$ cat src/rtl/muldiv_iter.sv
`default_nettype none
// +--------------------------------------------------------------------------+
// | muldiv_iter: iterative RV32M multiply/divide (shift-add, restoring div)  |
// | Option: MULDIV_EARLY_OUT_EN skips iteration for trivial operands.        |
// | Revision: 1.0                                                            |
// +--------------------------------------------------------------------------+
module muldiv_iter #(
  parameter int XLEN = 32
) (
  input  logic            clk,
  input  logic            reset,
  input  logic            start_i,
  input  logic [2:0]      op_i,
  input  logic [XLEN-1:0] a_i,
  input  logic [XLEN-1:0] b_i,
  output logic            busy_o,
  output logic            done_o,
  output logic [XLEN-1:0] result_o
);

  localparam int CNT_W = $clog2(XLEN) + 1;
  localparam logic [CNT_W-1:0] C_LAST    = CNT_W'(XLEN - 1);
  localparam logic [XLEN-1:0]  C_MIN_NEG = {1'b1, {(XLEN-1){1'b0}}};

  typedef enum logic [1:0] {
    S_IDLE = 2'd0,
    S_CALC = 2'd1,
    S_FIN  = 2'd2
  } state_e;

  state_e             state_q;
  logic [CNT_W-1:0]   cnt_q;
  logic [2:0]         op_q;
  logic [XLEN-1:0]    a_q;
  logic [XLEN-1:0]    m_q;      // multiplicand magnitude or divisor magnitude
  logic [2*XLEN-1:0]  prod_q;   // product, or {remainder, quotient}
  logic               neg_q;
  logic               div0_q;
  logic               ovf_q;
  logic               busy_q;
  logic               done_q;
  logic [XLEN-1:0]    result_q;

  logic               is_div;
  logic               a_sgn;
  logic               b_sgn;
  logic               a_neg;
  logic               b_neg;
  logic [XLEN-1:0]    a_mag;
  logic [XLEN-1:0]    b_mag;
  logic               div0_d;
  logic               ovf_d;
  logic               neg_d;
  logic               early_d;

  // Operand decode at acceptance
  always_comb begin
    is_div  = op_i[2];
    a_sgn   = is_div ? ~op_i[0] : (op_i[1:0] == 2'b01 || op_i[1:0] == 2'b10);
    b_sgn   = is_div ? ~op_i[0] : (op_i[1:0] == 2'b01);
    a_neg   = a_sgn & a_i[XLEN-1];
    b_neg   = b_sgn & b_i[XLEN-1];
    a_mag   = a_neg ? -a_i : a_i;
    b_mag   = b_neg ? -b_i : b_i;
    div0_d  = is_div && (b_i == '0);
    ovf_d   = is_div && !op_i[0] && (a_i == C_MIN_NEG) && (b_i == '1);
    neg_d   = (is_div && op_i[1]) ? a_neg : (a_neg ^ b_neg);
`ifdef MULDIV_EARLY_OUT_EN
    early_d = div0_d | ovf_d | (!is_div && (a_i == '0 || b_i == '0));
`else
    early_d = 1'b0;
`endif
  end

  logic [XLEN:0]      mul_sum;
  logic [2*XLEN-1:0]  mul_next;
  logic [XLEN:0]      div_shift;
  logic               div_ge;
  logic [XLEN-1:0]    div_diff;
  logic [2*XLEN-1:0]  div_next;

  // One iteration: multiplier bits consumed from prod_q LSB; dividend bits from quotient MSB
  always_comb begin
    mul_sum   = {1'b0, prod_q[2*XLEN-1:XLEN]} + (prod_q[0] ? {1'b0, m_q} : '0);
    mul_next  = {mul_sum, prod_q[XLEN-1:1]};
    div_shift = {prod_q[2*XLEN-1:XLEN], prod_q[XLEN-1]};
    div_ge    = div_shift >= {1'b0, m_q};
    div_diff  = div_shift[XLEN-1:0] - m_q;
    div_next  = {(div_ge ? div_diff : div_shift[XLEN-1:0]), prod_q[XLEN-2:0], div_ge};
  end

  logic [2*XLEN-1:0]  mul_full;
  logic [XLEN-1:0]    div_val;
  logic [XLEN-1:0]    div_res;
  logic [XLEN-1:0]    fin_res;

  always_comb begin
    mul_full = neg_q ? -prod_q : prod_q;
    div_val  = op_q[1] ? prod_q[2*XLEN-1:XLEN] : prod_q[XLEN-1:0];
    div_res  = neg_q ? -div_val : div_val;
    fin_res  = div_res;
    if (!op_q[2]) begin
      fin_res = (op_q[1:0] == 2'b00) ? mul_full[XLEN-1:0] : mul_full[2*XLEN-1:XLEN];
    end else if (div0_q) begin
      fin_res = op_q[1] ? a_q : '1;
    end else if (ovf_q) begin
      fin_res = op_q[1] ? '0 : C_MIN_NEG;
    end
  end

  always_ff @(posedge clk or posedge reset) begin
    if (reset) begin
      state_q  <= S_IDLE;
      cnt_q    <= '0;
      op_q     <= '0;
      a_q      <= '0;
      m_q      <= '0;
      prod_q   <= '0;
      neg_q    <= 1'b0;
      div0_q   <= 1'b0;
      ovf_q    <= 1'b0;
      busy_q   <= 1'b0;
      done_q   <= 1'b0;
      result_q <= '0;
    end else begin
      done_q <= 1'b0;
      case (state_q)
        S_IDLE: begin
          if (start_i) begin
            op_q    <= op_i;
            a_q     <= a_i;
            m_q     <= is_div ? b_mag : a_mag;
            prod_q  <= early_d ? '0 : {{XLEN{1'b0}}, (is_div ? a_mag : b_mag)};
            neg_q   <= neg_d;
            div0_q  <= div0_d;
            ovf_q   <= ovf_d;
            cnt_q   <= '0;
            busy_q  <= 1'b1;
            state_q <= early_d ? S_FIN : S_CALC;
          end
        end
        S_CALC: begin
          prod_q <= op_q[2] ? div_next : mul_next;
          cnt_q  <= cnt_q + CNT_W'(1);
          if (cnt_q == C_LAST) begin
            state_q <= S_FIN;
          end
        end
        S_FIN: begin
          result_q <= fin_res;
          done_q   <= 1'b1;
          busy_q   <= 1'b0;
          state_q  <= S_IDLE;
        end
        default: begin
          busy_q  <= 1'b0;
          state_q <= S_IDLE;
        end
      endcase
    end
  end

  assign busy_o   = busy_q;
  assign done_o   = done_q;
  assign result_o = result_q;

endmodule
`default_nettype wire
$ cat config.mk
export PLATFORM = sky130hd
export DESIGN_NAME = muldiv_iter
export DESIGN_NICKNAME = d
export VERILOG_FILES = /design/src/rtl/muldiv_iter.sv
export SDC_FILE = /design/constraint.sdc
export NUM_CORES = 1
export LEC_CHECK = 0
export CAP_MARGIN = 40
export CORE_AREA = 2 2 212 214
export DETAILED_ROUTE_END_ITERATION = 7
export DIE_AREA = 0 0 214 216
export GPL_TIMING_DRIVEN = 0
export SKIP_LAST_GASP = 1
export SLEW_MARGIN = 15
export SYNTH_ARGS = -nofsm -noshare
export SYNTH_HDL_FRONTEND = slang
export SYNTH_SLANG_ARGS = --single-unit
$ cat constraint.sdc
create_clock -name clk -period 8.75 [get_ports clk]
set_input_delay 1.75 -clock clk [delete_from_list [all_inputs] [get_ports clk]]
set_output_delay 1.75 -clock clk [all_outputs]
set_load 0.02 [all_outputs]
==> results.json, run 1 <==
{
  "status": "finished clean",
  "period_share": 0.679,
  "antenna_found_initial": 2,
  "required_ns": 9.06,
  "tns_ns": 0,
  "synth_top_area_frac": 0.266,
  "fp.coreArea_um2": 43800,
  "max_slew_margin": 0.366,
  "ctsResizeCount": 0,
  "startpoint_type": "register",
  "initial_core_util": 0.378,
  "gp_congestion": 0.966,
  "post_cts_buffers": 0,
  "route.detailed.wl_per_inst_um": 26.4,
  "clockBufferDepth": 2,
  "place_area_um2": 18400,
  "io_buffers": 102,
  "crit_chain": "buf_2 -> buf_2 -> buf_1 -> clkbuf_1 -> clkbuf_1 -> mux2i_1 -> ha_1 -> o221ai_1 -> or3_1 -> nand3b_1 -> nand2b_1 -> o21ai_0 -> xnor2_1 -> a221oi_1 -> a211oi_1",
  "ys_ff_latch": 176,
  "total_power_mw": 7.65,
  "cts_hold_buf": 0,
  "ys.warnings.count": 0,
  "finalNonFillerCells": 2914,
  "final_cell_mix": "nand2_1 (284), o21ai_0 (236), a21oi_1 (197)",
  "synth_area_leaders": "dfrtp_1 (27%), o21ai_0 (7.1%), nand2_1 (6.4%)",
  "clockRootBuffer": "clkbuf_16",
  "diodes": 0,
  "nets": 2452,
  "grt_setup_unrepaired": "false",
  "grt_pass1_wl_um": 112000,
  "crit_arrival_ns": 6.25,
  "finish.utilization": 0.433,
  "yosysSeqAreaShare": 0.266,
  "gr-total-overflow": 0,
  "finClkSkew_ns": 0.0153,
  "fmax_mhz": 168,
  "syn_nets": 2326,
  "ctsHtreeMaxLevel": 4,
  "syn_area_per_cell_um2": 7.59,
  "crit_fanout": 10,
  "routed_via_density": 6.06,
  "setup_violations": 0,
  "die_area_um2": 46200,
  "grt_pass1_vias": 17100,
  "netlist_area_um2": 16600,
  "drive_above_1_share": 0.0401,
  "dp_hpwl_um": 61100,
  "hold_ws_ns": 0.466,
  "final_common_cell": "nand2_1",
  "p_leak_nw": 7.73,
  "fin_crit_ns": 5.94,
  "synth_area_leader_cell": "dfrtp_1",
  "slew_viol_final": 0,
  "slowest_stage": "clkbuf_1",
  "final_hold_viol_count": 0,
  "area_growth_pct": 14.6,
  "hp-class": "register to register",
  "drc_errors": 0,
  "die_w_um": 214,
  "maxCapViolations": 0,
  "cts-buffers-inserted": 17,
  "async_reset_ff_frac": 1.00,
  "worst_pin_slew_ns": 0.948,
  "ys_types": 80,
  "vdd_drop_max_uv": 154,
  "firstDrtPassIters": 5,
  "rows": 77,
  "track_usage": 0.327,
  "crit_type": "register to register",
  "vias": 17700,
  "numClockSinks": 176,
  "cts_tree": "done",
  "wl_um": 76800,
  "ant_nets": 0,
  "preCtsSetupSlack_ns": 3.09,
  "synthCells": 2183,
  "drt-initial-drc-count": 1850,
  "synth-edff-count": 0,
  "clock_latency_ns": 0.48,
  "clkTransAtPathRegs_ns": 0.08,
  "placed_cells": 2881,
  "synth_flop_cell": "dfrtp_1",
  "io_pins": 104,
  "postLayoutCellArea_um2": 19000,
  "power.density_nw_per_um2": 403,
  "grt_start_max_net_pins": 102,
  "die_h_um": 216,
  "finalWorstSetupSlack_ns": 2.81,
  "cpPeakStageDelay_ns": 0.69,
  "crit_path_end_kind": "register"
}
[worst paths after layout]
check	start	endpoint	slack, ns	depth (start not counted)
hold reg to reg	cnt_q[5]	cnt_q[5]	0.47	1
setup reg to reg	op_q[1]	result_o[30]	2.81	15
min in group asynchronous	reset	a_q[19]	1.75	2
max in group asynchronous	reset	prod_q[43]	6.07	3
hold / removal	cnt_q[5]	cnt_q[5]	0.47	1
setup / recovery	op_q[1]	result_o[30]	2.81	15
[area by class of cell]
cell class              count  area, um2
fillers                  4582      24900
multi-input cells        1784      11300
flip-flops and latches    176       4400
repair buffers            107       1090
well taps                 592        741
plain buffers             159        621
clock buffers              17        425
inverters                  64        248
clock inverters            15        154
[per-layer routing]
metal	track usage	wire length, um	vias up
li1	-	-	8060
met1	0.438	33400	8664
met2	0.517	34300	779
met3	0.0544	5710	152
met4	0.146	3420	2
met5	0	18	-
[synthesized netlist by cell type, types with 4 or more instances]
cell type	instances
o31ai_1	34
mux2i_1	85
a21oi_1	197
nand2_1	284
or3_1	19
clkbuf_1	135
a31oi_1	12
a31o_2	4
xor2_1	90
nor3b_1	7
nand3b_1	7
o21ai_0	236
ha_1	71
o22ai_1	12
nor2b_1	10
a221oi_1	17
o21bai_1	4
nand3_1	26
and3_1	17
buf_2	13
nand4_1	17
o211ai_1	13
o2111ai_1	4
a22oi_1	15
o41ai_1	16
mux2_2	11
nor4_1	22
o21a_1	12
o221ai_1	9
inv_1	61
a221o_1	8
and2_1	7
nor3_1	42
or4_1	11
a211oi_1	19
nor2_1	185
dfrtp_1	176
a21o_1	33
xnor2_1	109
nand2b_1	39
o311ai_0	4
a22o_1	6
buf_1	10
or2_2	10
[power by group]
| part | internal [mW] | leakage (nW) | total, mW | switching (mW) |
|---|---|---|---|---|
| clock | 0.402 | 0.283 | 0.795 | 0.393 |
| combinational | 1.99 | 5.30 | 5.28 | 3.29 |
| sequential | 1.16 | 2.16 | 1.57 | 0.411 |
[registers in the layout, indices dropped and copies added, names as in the netlist]
register and flops:
prod_q 64, a_q 32, m_q 32, result_o 32, cnt_q 6, op_q 3
state_q 2, busy_o 1, div0_q 1, done_o 1, neg_q 1, ovf_q 1
[cells by family after synthesis]
family / synth area share
AOI/OAI and AO/OA: 0.256
DFF: 0.266
adders and majority gates: 0.0561
xor gates and xnor gates: 0.105
buffers and inverters: 0.0520
muxes: 0.0589
and+or+nand+nor: 0.206
[worst max-delay path, delay by kind of cell (launching register included)]
kind,cells,cell delay (ns)
compound gates,4,1.07
fa+ha+maj,1,0.23
simple gates,3,1.05
flops,1,0.37
buf+inv,5,2.62
mux,1,0.32
xor+xnor,1,0.10
No activity file was read; power rests on OpenSTA's default activity.
==> run 2: changes to the inputs <==
==> constraint.sdc (replaced) <==
create_clock -name clk -period 5 [get_ports clk]
set_input_delay 1 -clock clk [delete_from_list [all_inputs] [get_ports clk]]
set_output_delay 1 -clock clk [all_outputs]
set_load 0.02 [all_outputs]
==> results.json, run 2 (synthesis results as in run 1) <==
{
  "status": "finished clean",
  "drive_above_1_share": 0.0426,
  "fin_crit_ns": 4.60,
  "max_slew_margin": 0.384,
  "clockRootBuffer": "clkbuf_16",
  "p_switching_mw": 7.25,
  "rows": 77,
  "crit_path_end_kind": "register",
  "holdPathEnd": "cnt_q[5]",
  "clock_latency_ns": 0.49,
  "cts-buffers-inserted": 17,
  "vdd_drop_max_uv": 319,
  "final_common_cell": "nand2_1",
  "clockBufferDepth": 2,
  "ant_nets": 0,
  "regMostFlops": "prod_q",
  "required_ns": 5.33,
  "final_cell_mix": "nand2_1 (284), o21ai_0 (236), a21oi_1 (197)",
  "crit_type": "register to register",
  "grt_start_max_net_pins": 37,
  "finClkSkew_ns": 0.0195,
  "crit_fanout": 28,
  "vias": 17600,
  "postLayoutCellArea_um2": 19100,
  "wl_um": 76800,
  "antenna_found_initial": 0,
  "die_area_um2": 46200,
  "cts_tree": "done",
  "routed_via_density": 6.04,
  "fp.coreArea_um2": 43800,
  "final_hold_viol_count": 0,
  "hp-class": "register to register",
  "grt_setup_unrepaired": "false",
  "slew_viol_final": 0,
  "intPower_mw": 6.22,
  "preCtsSetupSlack_ns": -0.590,
  "firstDrtPassIters": 6,
  "finish.utilization": 0.436,
  "p_sw_frac": 0.538,
  "p_leak_nw": 7.78,
  "crit_arrival_ns": 4.92,
  "rrSetupSlack_ns": 0.40,
  "io_pins": 104,
  "io_buffers": 102,
  "place_area_um2": 18500,
  "grt_pass1_wl_um": 112000,
  "power.density_nw_per_um2": 706,
  "r2r_cells": 13,
  "dp_hpwl_um": 61600,
  "r2r-start": "op_q[1]",
  "die_h_um": 216,
  "track_usage": 0.328,
  "fmax_mhz": 218,
  "crit_chain": "buf_2 -> buf_2 -> clkbuf_2 -> mux2i_1 -> ha_1 -> o221ai_1 -> or3_1 -> nand3b_1 -> nand2b_1 -> o21ai_0 -> xnor2_1 -> a221oi_1 -> a211oi_1",
  "startpoint_type": "register",
  "clkPwrFrac": 0.108,
  "holdPathStages": 1,
  "hold_ws_ns": 0.484,
  "initial_core_util": 0.378,
  "cpPeakStageDelay_ns": 0.61,
  "area_growth_pct": 15.3,
  "period_share": 0.919,
  "clkTransAtPathRegs_ns": 0.09,
  "drt-initial-drc-count": 1925,
  "pwr-share-comb": 0.688,
  "worst_pin_slew_ns": 0.915,
  "finalWorstSetupSlack_ns": 0.404,
  "largest_reg_flops": 64,
  "holdCritStartpoint": "cnt_q[5]",
  "route.detailed.wl_per_inst_um": 26.3,
  "die_w_um": 214,
  "drc_errors": 0,
  "ctsHtreeMaxLevel": 4,
  "crit_path_frequent_cell": "buf_2",
  "seqPwrFrac": 0.205,
  "maxCapViolations": 0,
  "cts_hold_buf": 0,
  "gp_congestion": 0.995,
  "slowest_stage": "buf_2",
  "gr-total-overflow": 0,
  "nets": 2455,
  "setup_violations": 0,
  "crit-reg2reg-capture": "result_o[30]",
  "grt_pass1_vias": 17000,
  "numClockSinks": 176
}
==> run 2: changes by cell type in the layout (fill, tap and decap cells not counted), moves of 2 or more <==
cell      change
inv_12        +2
clkinv_4      -2
clkbuf_1      -2
inv_6         +2
clkinv_8      +5
clkinv_2      -3
buf_12        +5
inv_8         -2
==> run 2: worst max-delay path, delay by kind of cell, from the launching register on <==
family	cells	cell delay, ns
adders and majority gates	1	0.23
and+or+nand+nor	3	1.04
muxes	1	0.28
xor gates and xnor gates	1	0.10
DFF	1	0.37
AOI/OAI and AO/OA	4	1.06
buffers and inverters	3	1.35
==> run 2: power by group through the flow <==
stage	clock network, mW	registers (mW)	logic (mW)
after global routing	1.52	2.81	10.0
after global placement	0	2.73	8.92
after CTS	1.46	2.73	9.04
after detailed placement	0	2.75	8.98
after floorplan	0	2.55	6.25
final	1.45	2.76	9.26
==> run 2: stage by stage <==
stage / TNS [ns] / power (mW) / instances
3_3_place_gp: -3.80 / 11.7 / 2877
2_1_floorplan: 0 / 8.80 / 2183
4_1_cts: 0 / 13.2 / 2917
6_report: 0 / 13.5 / 2918
3_5_place_dp: -3.11 / 11.7 / 2886
5_1_grt: 0 / 14.3 / 2917
==> run 2: final cells by class <==
class,count,area [um2]
clock inverter,15,196
fill,4567,24700
multi-input combinational,1784,11300
buffer,157,614
sequential,176,4400
inverter,64,244
tap,592,741
clock buffer,17,425
timing repair buffer,112,1170
antenna,1,2.50
==> run 2: per-layer routing <==
layer | vias up | global-route usage | share of wire | wire [um]
met5 | - | 0 | 0 | 0
li1 | 8067 | - | - | -
met2 | 809 | 0.518 | 0.45 | 34400
met4 | 0 | 0.143 | 0.044 | 3360
met3 | 145 | 0.0595 | 0.078 | 6020
met1 | 8617 | 0.440 | 0.43 | 33000
==> run 2: worst max path at each step <==
stage,slack (ns),start,depth (start not counted),end
floorplan,1.01,op_q[1],15,result_o[24]
global placement,-0.69,op_q[1],15,result_o[30]
detailed placement,-0.59,op_q[1],15,result_o[30]
CTS,0.11,op_q[1],14,result_o[30]
global route,0.15,op_q[1],13,result_o[30]
finish,0.40,op_q[1],13,result_o[30]
==> run 2: timing repair <==
| action | CTS | global route |
|---|---|---|
| hold endpoints to repair | 0 | 0 |
| buffers inserted | 0 | 0 |
| gates resized for setup | 1 | 0 |
| gates cloned | 0 | 0 |
| setup endpoints to repair | 10 | 3 |
